File: src/rtl/uart_receive.sv
// UART serial-to-parallel receiver.
// Oversampled start detect, centre sampling, stop check.
module uart_receive #(
  parameter int bitwidth   = 8,
  parameter int OVERSAMPLE = 16
) (
  input  logic                RXclk,
  input  logic                rstn,
  input  logic                en,
  input  logic                in,
  output logic [bitwidth-1:0] out,
  output logic                done,
  output logic                err,
  output logic                busy
);

  localparam int CW = $clog2(OVERSAMPLE);
  localparam int IW = $clog2(bitwidth + 1);

  localparam logic [CW-1:0] HALF = CW'(OVERSAMPLE / 2 - 1);
  localparam logic [CW-1:0] FULL = CW'(OVERSAMPLE - 1);
  localparam logic [IW-1:0] LAST = IW'(bitwidth - 1);

  typedef enum logic [2:0] {
    IDLE,
    START,
    DATA,
    STOP,
    BREAK
  } state_t;

  state_t state_q, state_d;

  logic                meta_q, meta_d;
  logic                s_q, s_d;
  logic [CW-1:0]       cnt_q, cnt_d;
  logic [IW-1:0]       idx_q, idx_d;
  logic [bitwidth-1:0] shift_q, shift_d;
  logic [bitwidth-1:0] out_q, out_d;
  logic                done_q, done_d;
  logic                err_q, err_d;
  logic                busy_q, busy_d;

  // Next-state: sync chain, bit timing, framing.
  always_comb begin
    meta_d  = in;
    s_d     = meta_q;
    state_d = state_q;
    cnt_d   = cnt_q + CW'(1);
    idx_d   = idx_q;
    shift_d = shift_q;
    out_d   = out_q;
    done_d  = 1'b0;
    err_d   = 1'b0;
    busy_d  = busy_q;

    unique case (state_q)
      IDLE: begin
        busy_d = 1'b0;
        cnt_d  = '0;
        if (en && !s_q) begin
          state_d = START;
          busy_d  = 1'b1;
        end
      end

      START: begin
        if (!en) begin
          state_d = IDLE;
          busy_d  = 1'b0;
          cnt_d   = '0;
        end else if (cnt_q == HALF) begin
          cnt_d = '0;
          if (s_q) begin
            // Low pulse gone by mid-bit: glitch.
            state_d = IDLE;
            busy_d  = 1'b0;
          end else begin
            state_d = DATA;
            idx_d   = '0;
          end
        end
      end

      DATA: begin
        if (!en) begin
          state_d = IDLE;
          busy_d  = 1'b0;
          cnt_d   = '0;
        end else if (cnt_q == FULL) begin
          cnt_d   = '0;
          // LSB arrives first, so shift in at MSB.
          shift_d = shift_q >> 1;
          shift_d[bitwidth-1] = s_q;
          idx_d   = idx_q + IW'(1);
          if (idx_q == LAST) begin
            state_d = STOP;
          end
        end
      end

      STOP: begin
        if (!en) begin
          state_d = IDLE;
          busy_d  = 1'b0;
          cnt_d   = '0;
        end else if (cnt_q == FULL) begin
          cnt_d = '0;
          if (s_q) begin
            // Back to IDLE at stop centre: no gap needed.
            out_d   = shift_q;
            done_d  = 1'b1;
            state_d = IDLE;
            busy_d  = 1'b0;
          end else begin
            err_d   = 1'b1;
            state_d = BREAK;
          end
        end
      end

      BREAK: begin
        cnt_d = '0;
        if (!en || s_q) begin
          state_d = IDLE;
          busy_d  = 1'b0;
        end
      end

      default: begin
        state_d = IDLE;
        busy_d  = 1'b0;
        cnt_d   = '0;
      end
    endcase
  end

  // State and registered outputs; sync flops reset high.
  always_ff @(posedge RXclk) begin
    if (!rstn) begin
      state_q <= IDLE;
      meta_q  <= 1'b1;
      s_q     <= 1'b1;
      cnt_q   <= '0;
      idx_q   <= '0;
      shift_q <= '0;
      out_q   <= '0;
      done_q  <= 1'b0;
      err_q   <= 1'b0;
      busy_q  <= 1'b0;
    end else begin
      state_q <= state_d;
      meta_q  <= meta_d;
      s_q     <= s_d;
      cnt_q   <= cnt_d;
      idx_q   <= idx_d;
      shift_q <= shift_d;
      out_q   <= out_d;
      done_q  <= done_d;
      err_q   <= err_d;
      busy_q  <= busy_d;
    end
  end

  assign out  = out_q;
  assign done = done_q;
  assign err  = err_q;
  assign busy = busy_q;

endmodule

File: config.mk
export PLATFORM = sky130hd
export DESIGN_NAME = uart_receive
export DESIGN_NICKNAME = d
export VERILOG_FILES = /design/src/rtl/uart_receive.sv
export SDC_FILE = /design/constraint.sdc
export NUM_CORES = 1
export LEC_CHECK = 0
export CAP_MARGIN = 20
export CELL_PAD_IN_SITES_DETAIL_PLACEMENT = 2
export CELL_PAD_IN_SITES_GLOBAL_PLACEMENT = 2
export CORE_ASPECT_RATIO = 0.8
export CORE_MARGIN = 3
export CORE_UTILIZATION = 34
export DETAILED_ROUTE_END_ITERATION = 12
export GPL_ROUTABILITY_DRIVEN = 1
export GPL_TIMING_DRIVEN = 0
export PLACE_DENSITY = 0.84
export SYNTH_ARGS = -nofsm -noshare
export SYNTH_HDL_FRONTEND = slang
export SYNTH_SLANG_ARGS = --single-unit
File: constraint.sdc
create_clock -name RXclk -period 2.27 [get_ports RXclk]
set_input_delay 0.454 -clock RXclk [delete_from_list [all_inputs] [get_ports RXclk]]
set_output_delay 0.454 -clock RXclk [all_outputs]
set_load 0.05 [all_outputs]
Word-level counts from Yosys, hierarchy flattened
Index checks and enable logic that the tools add are counted.
{ "word_totals": {"output_inout_bits": 11, "word_cells": 78, "regBits": 32, "mem_bits_rw": 0, "mem_count": 0, "in_bits": 4, "latch_bits": 0, "mem_bits_ro": 0} }
{ "classes": {"div_mod_pow": 0, "n_mul": 0, "reduce_logical": 13, "add_sub_neg": 2, "n_shift": 0, "n_mux": 34, "eq_ne": 19, "n_bitwise": 0, "order_cmp": 0} }
{ "ops": {"columns": ["operator", "n"], "rows": [
  ["$mux 4", 9],
  ["$mux 3", 10],
  ["$ne 2x2->1 const B", 8],
  ["$pmux 4 s2", 2],
  ["$pmux 3 s5", 1],
  ["$ne 3x3->1 const B", 4],
  ["$reduce_and 4->1", 3],
  ["$reduce_and 6->1", 2],
  ["$mux 1", 10],
  ["$add 4x1->4 const B", 2],
  ["$eq 4x3->1 const B", 2],
  ["$eq 3x2->1 const B", 2],
  ["$pmux 1 s5", 1],
  ["$eq 4x4->1 const B", 1],
  ["$eq 3x1->1 const B", 1],
  ["$eq 3x3->1 const B", 1],
  ["$logic_not 3->1", 1],
  ["$reduce_and 3->1", 1],
  ["$logic_not 1->1", 2],
  ["$mux 2", 1],
  ["$reduce_bool 2->1", 1],
  ["$reduce_or 2->1", 1],
  ["$logic_and 1x1->1", 1],
  ["$logic_or 1x1->1", 1]
]} }

Depth between registers and ports, before layout
{ "depth": {"word_depth": 5, "ltp_mapped": 6, "depth_no_buf": 5} }

Least setup slack after synthesis
No wires, ideal clock.
{ "synth_timing": {"path_type": "register -> register", "startpoint": "register s_q", "endpoint": "register idx_q[2]", "n_path_buf": 1, "t_required_ns": 2.148, "path_stages_with_launch": 6, "setup_ns": 0.122, "arrival_ns": 1.457, "synth_period_minus_slack_ns": 1.579, "slack_ns": 0.691, "path_cell_list": "dfxtp_1 > buf_6 > or4b_4 > a211o_1 > a21oi_1 > o21ai_0"} }
{ "synth_via": {"elab_chain_len": 2} }
{ "synth_rtl": {"columns": ["element", "line", "rtl"], "rows": [
  ["from (decl)", "35", "logic s_q, s_d;"],
  ["from (signal assigned)", "143", "s_q <= 1'b1;"],
  ["from (signal assigned)", "154", "s_q <= s_d;"],
  ["$ne 2x2->1 (no source line)", null, null],
  ["$reduce_and 6->1 (no source line)", null, null],
  ["to (signal assigned)", "156", "idx_q <= idx_d;"],
  ["to (decl)", "37", "logic [IW-1:0] idx_q, idx_d;"]
]} }
No other way between the ends.
A chain may end at the register's enable or synchronous reset.

Worst setup path after layout
{ "layout_timing": {"startpoint": "input port en", "endpoint": "register shift_q[3]"} }
{ "layout_via": {"elab_chain_len": 1} }
{ "layout_rtl": {"columns": ["element", "line", "rtl"], "rows": [
  ["from (decl)", "9", "input logic en,"],
  ["$reduce_and 3->1 (no source line)", null, null],
  ["to (signal assigned)", "157", "shift_q <= shift_d;"],
  ["to (decl)", "38", "logic [bitwidth-1:0] shift_q, shift_d;"]
]} }
No other way between the ends.

==> metrics.md <==
| Metric | Value |
|---|---|
| Clock Skew | 0.006537 ns |
| Initial Util | 37.70% |
| Design Area, Final | 1703 sq um |
| Clk_lat worst skew | 0.29 ns |
| CP max-delay cell | clkdlybuf4s50_1 |
| Max cap viols | 0 |
| Rows | 19 |
| Count of final hold-check violations | 0 |
| Flop pwr share | 49.1% |
| Residual DRC | 0 |
| Psw | 0.2500 mW |
| Mapped cell area | 1371 sq um |
| Combinational power share | 3.2% |
| Pin slew with the least headroom to its limit | 0.5079 ns |
| Total power | 1.151 mW |
| LEAKAGE | 0.6485 nW |
| Via count | 1,197 |
| Routed Antenna Nets | 0 |
| GPL Wtd Cong | 0.8628 |
| # resized after CTS | 0 |
| Pin count of the biggest net entering global routing | 12 |
| Fmax | 484.3 MHz |
| Status | finished clean |
| GRT Total Usage | 19.22% |
| Syn_nets | 154 |
| Vias per inst | 5.344 |
| RSZ-0062 raised after global routing | false |
| Crit path DAT | 2.23 ns |
| Final WS setup | 0.2050 ns |
| Worst EP required | 2.43 ns |
| Initial antenna violation count | 0 |
| Yosys warns | 0 |
| H-Tree Depth | 2 |
| Peak supply drop | 0.0002469 V |
| Die Wd | 77.01 um |
| Worst hold path type | flop to flop |
| Synth unique cells | 35 |
| DP Area | 1577 sq um |
| Slowest stage delay, CP | 0.59 ns |
| CP startpoint kind | primary input |
| Number of primary I/O pins | 15 |
| HPWL Detailed | 2632 um |
| Post-synthesis register bit count | 32 |
| Tmin final | 2.065 ns |
| Worst-path cell chain | clkdlybuf4s50_1 -> nand2b_1 -> nor3_1 -> buf_2 -> mux2i_1 -> nor2_1 |
| First-pass GRT wire length | 7141 um |
| Die area | 4836 sq um |
| Antenna cells | 0 |
| Post-Route WL | 4013 um |
| Share of layout cells above drive strength 1 | 9.302% |
| TritonCTS clock tree | built |
| Clock power frac | 47.7% |
| Syn Inst Count | 148 |
| Slew Viols, Final | 0 |
| TNS Setup | 0 ns |
| CTS Buf Count | 5 |
| Period utilization | 90.97% |
| Sw Share | 21.73% |
| DR iter-0 viols | 99 |
| Gr ovfl total | 0 |
| Most frequent cells in the layout | 32 x dfxtp_1, 25 x nor2_1, 18 x mux2i_1 |
| Final setup viols | 0 |
| Pre-CTS setup slack | -0.3480 ns |
| Worst-path maximum fanout | 10 |
| P_int | 0.9006 mW |
| Core area | 3637 sq um |
| WL per Instance | 17.92 um |
| Synth-to-layout area growth | 24.18% |
| Nets | 177 |
| Endpoint class of the critical path | flop |
| Root buffer cell | clkbuf_8 |
| Sequential element share of the synthesized area | 46.72% |
| Synthesized area per cell | 9.266 sq um |
| IO Port Bufs | 14 |
| Pwr/cell area | 675.7 nW/um^2 |
| Most common cell after layout, fill and taps aside | dfxtp_1 |
| Max-slew headroom | 66.03% |
| Clock sinks | 32 |
| First-pass detailed-route iteration total | 4 |
| Longest Clk Path Bufs | 2 |
| FILL cells | 406 |
| Vias in the first global route | 1,347 |
| Setup CP Type | primary input to flop |
| Clock-pin slew on the worst setup and hold paths | 0.07 ns |
| Die height | 62.81 um |
-- what timing repair did --
item,CTS,global route
buffers inserted,2,0
hold buffers,0,0
endpoints found under the setup margin,8,0
-- state kept, by name (all words and copies together) (netlist names) --
signal / count
shift_q: 8
s_q: 1
busy: 1
state_q: 3
idx_q: 4
cnt_q: 4
done: 1
meta_q: 1
out: 8
err: 1
-- cell usage after synthesis --
master / n / area share (%)
a211o_1: 2 / 1.3
a21oi_1: 5 / 1.8
a31oi_1: 1 / 0.46
a32o_1: 1 / 0.73
a32oi_1: 2 / 1.3
and2_1: 1 / 0.46
and3_1: 2 / 0.91
and3b_1: 1 / 0.64
and4_1: 1 / 0.64
buf_2: 3 / 1.1
buf_6: 1 / 0.82
clkbuf_1: 2 / 0.55
clkinv_1: 1 / 0.27
dfxtp_1: 32 / 47
ha_1: 2 / 1.8
inv_1: 5 / 1.4
mux2i_1: 18 / 13
nand2_1: 7 / 1.9
nand2b_1: 3 / 1.4
nand3_1: 6 / 2.2
nand3b_1: 3 / 1.6
nand4_1: 3 / 1.4
nand4bb_1: 1 / 0.82
nor2_1: 25 / 6.8
nor2b_1: 4 / 1.8
nor3_1: 5 / 1.8
nor3b_1: 1 / 0.55
o21a_1: 1 / 0.55
o21ai_0: 3 / 1.1
o21ai_1: 1 / 0.36
o22ai_1: 1 / 0.46
o31ai_2: 1 / 0.91
or4b_4: 1 / 1.0
xnor2_1: 1 / 0.64
xor2_1: 1 / 0.64
-- area by class of cell --
| cell class | count | area [sq um] | share of cell area [%] |
|---|---|---|---|
| multi-input combinational | 104 | 674.4 | 39.60 |
| sequential | 32 | 640.6 | 37.62 |
| timing repair buffer | 16 | 155.1 | 9.111 |
| clock buffer | 5 | 68.82 | 4.041 |
| tap | 52 | 65.06 | 3.821 |
| clock inverter | 3 | 42.54 | 2.498 |
| buffer | 6 | 33.78 | 1.984 |
| inverter | 6 | 22.52 | 1.323 |
-- cells by family (layout without fill, tap and decap cells) --
family	count (synthesis)	in the layout	synth area share, %
mux	18	18	13.14
simple gates	64	64	24.00
buf+inv	12	36	4.106
flops	32	32	46.72
fa+ha+maj	2	2	1.825
xor+xnor	2	2	1.278
compound gates	18	18	8.942
-- worst max-delay path, delay by kind of cell --
kind,cells,cell delay (ns)
mux,1,0.24
simple gates,3,0.57
buf+inv,2,0.95
-- through the flow --
stage	utilization (%)	hold WS [ns]	std cells
5_1_grt	46.82	0.4388	224
3_3_place_gp	43.34	0.3877	214
2_1_floorplan	-	0.3863	148
4_1_cts	46.82	0.4211	224
3_5_place_dp	43.34	0.4046	214
6_report	46.82	0.4128	224
-- worst paths after layout --
kind	end	startpoint	slack, ns	depth (start not counted)
max	shift_q[3]	en	0.20	6
min reg2reg	s_q	meta_q	0.41	1
max reg2reg	shift_q[3]	state_q[1]	0.34	6
min	s_q	meta_q	0.41	1
-- layer usage --
metal	share of wire, %	up-vias	GRT usage [%]
met2	51	31	32.50
li1	-	561	-
met3	4.7	4	5.620
met1	43	601	23.25
met5	0	-	0
met4	1.2	0	6.667
-- power groups by stage --
stage	sequential (mW)	combinational (mW)	clock [mW]
after floorplan	0.578	0.0190	0
after global placement	0.577	0.0342	0
after detailed placement	0.577	0.0354	0
after CTS	0.564	0.0371	0.566
after global routing	0.564	0.0413	0.601
final	0.564	0.0369	0.549
Power figures use the tool's default switching activity.
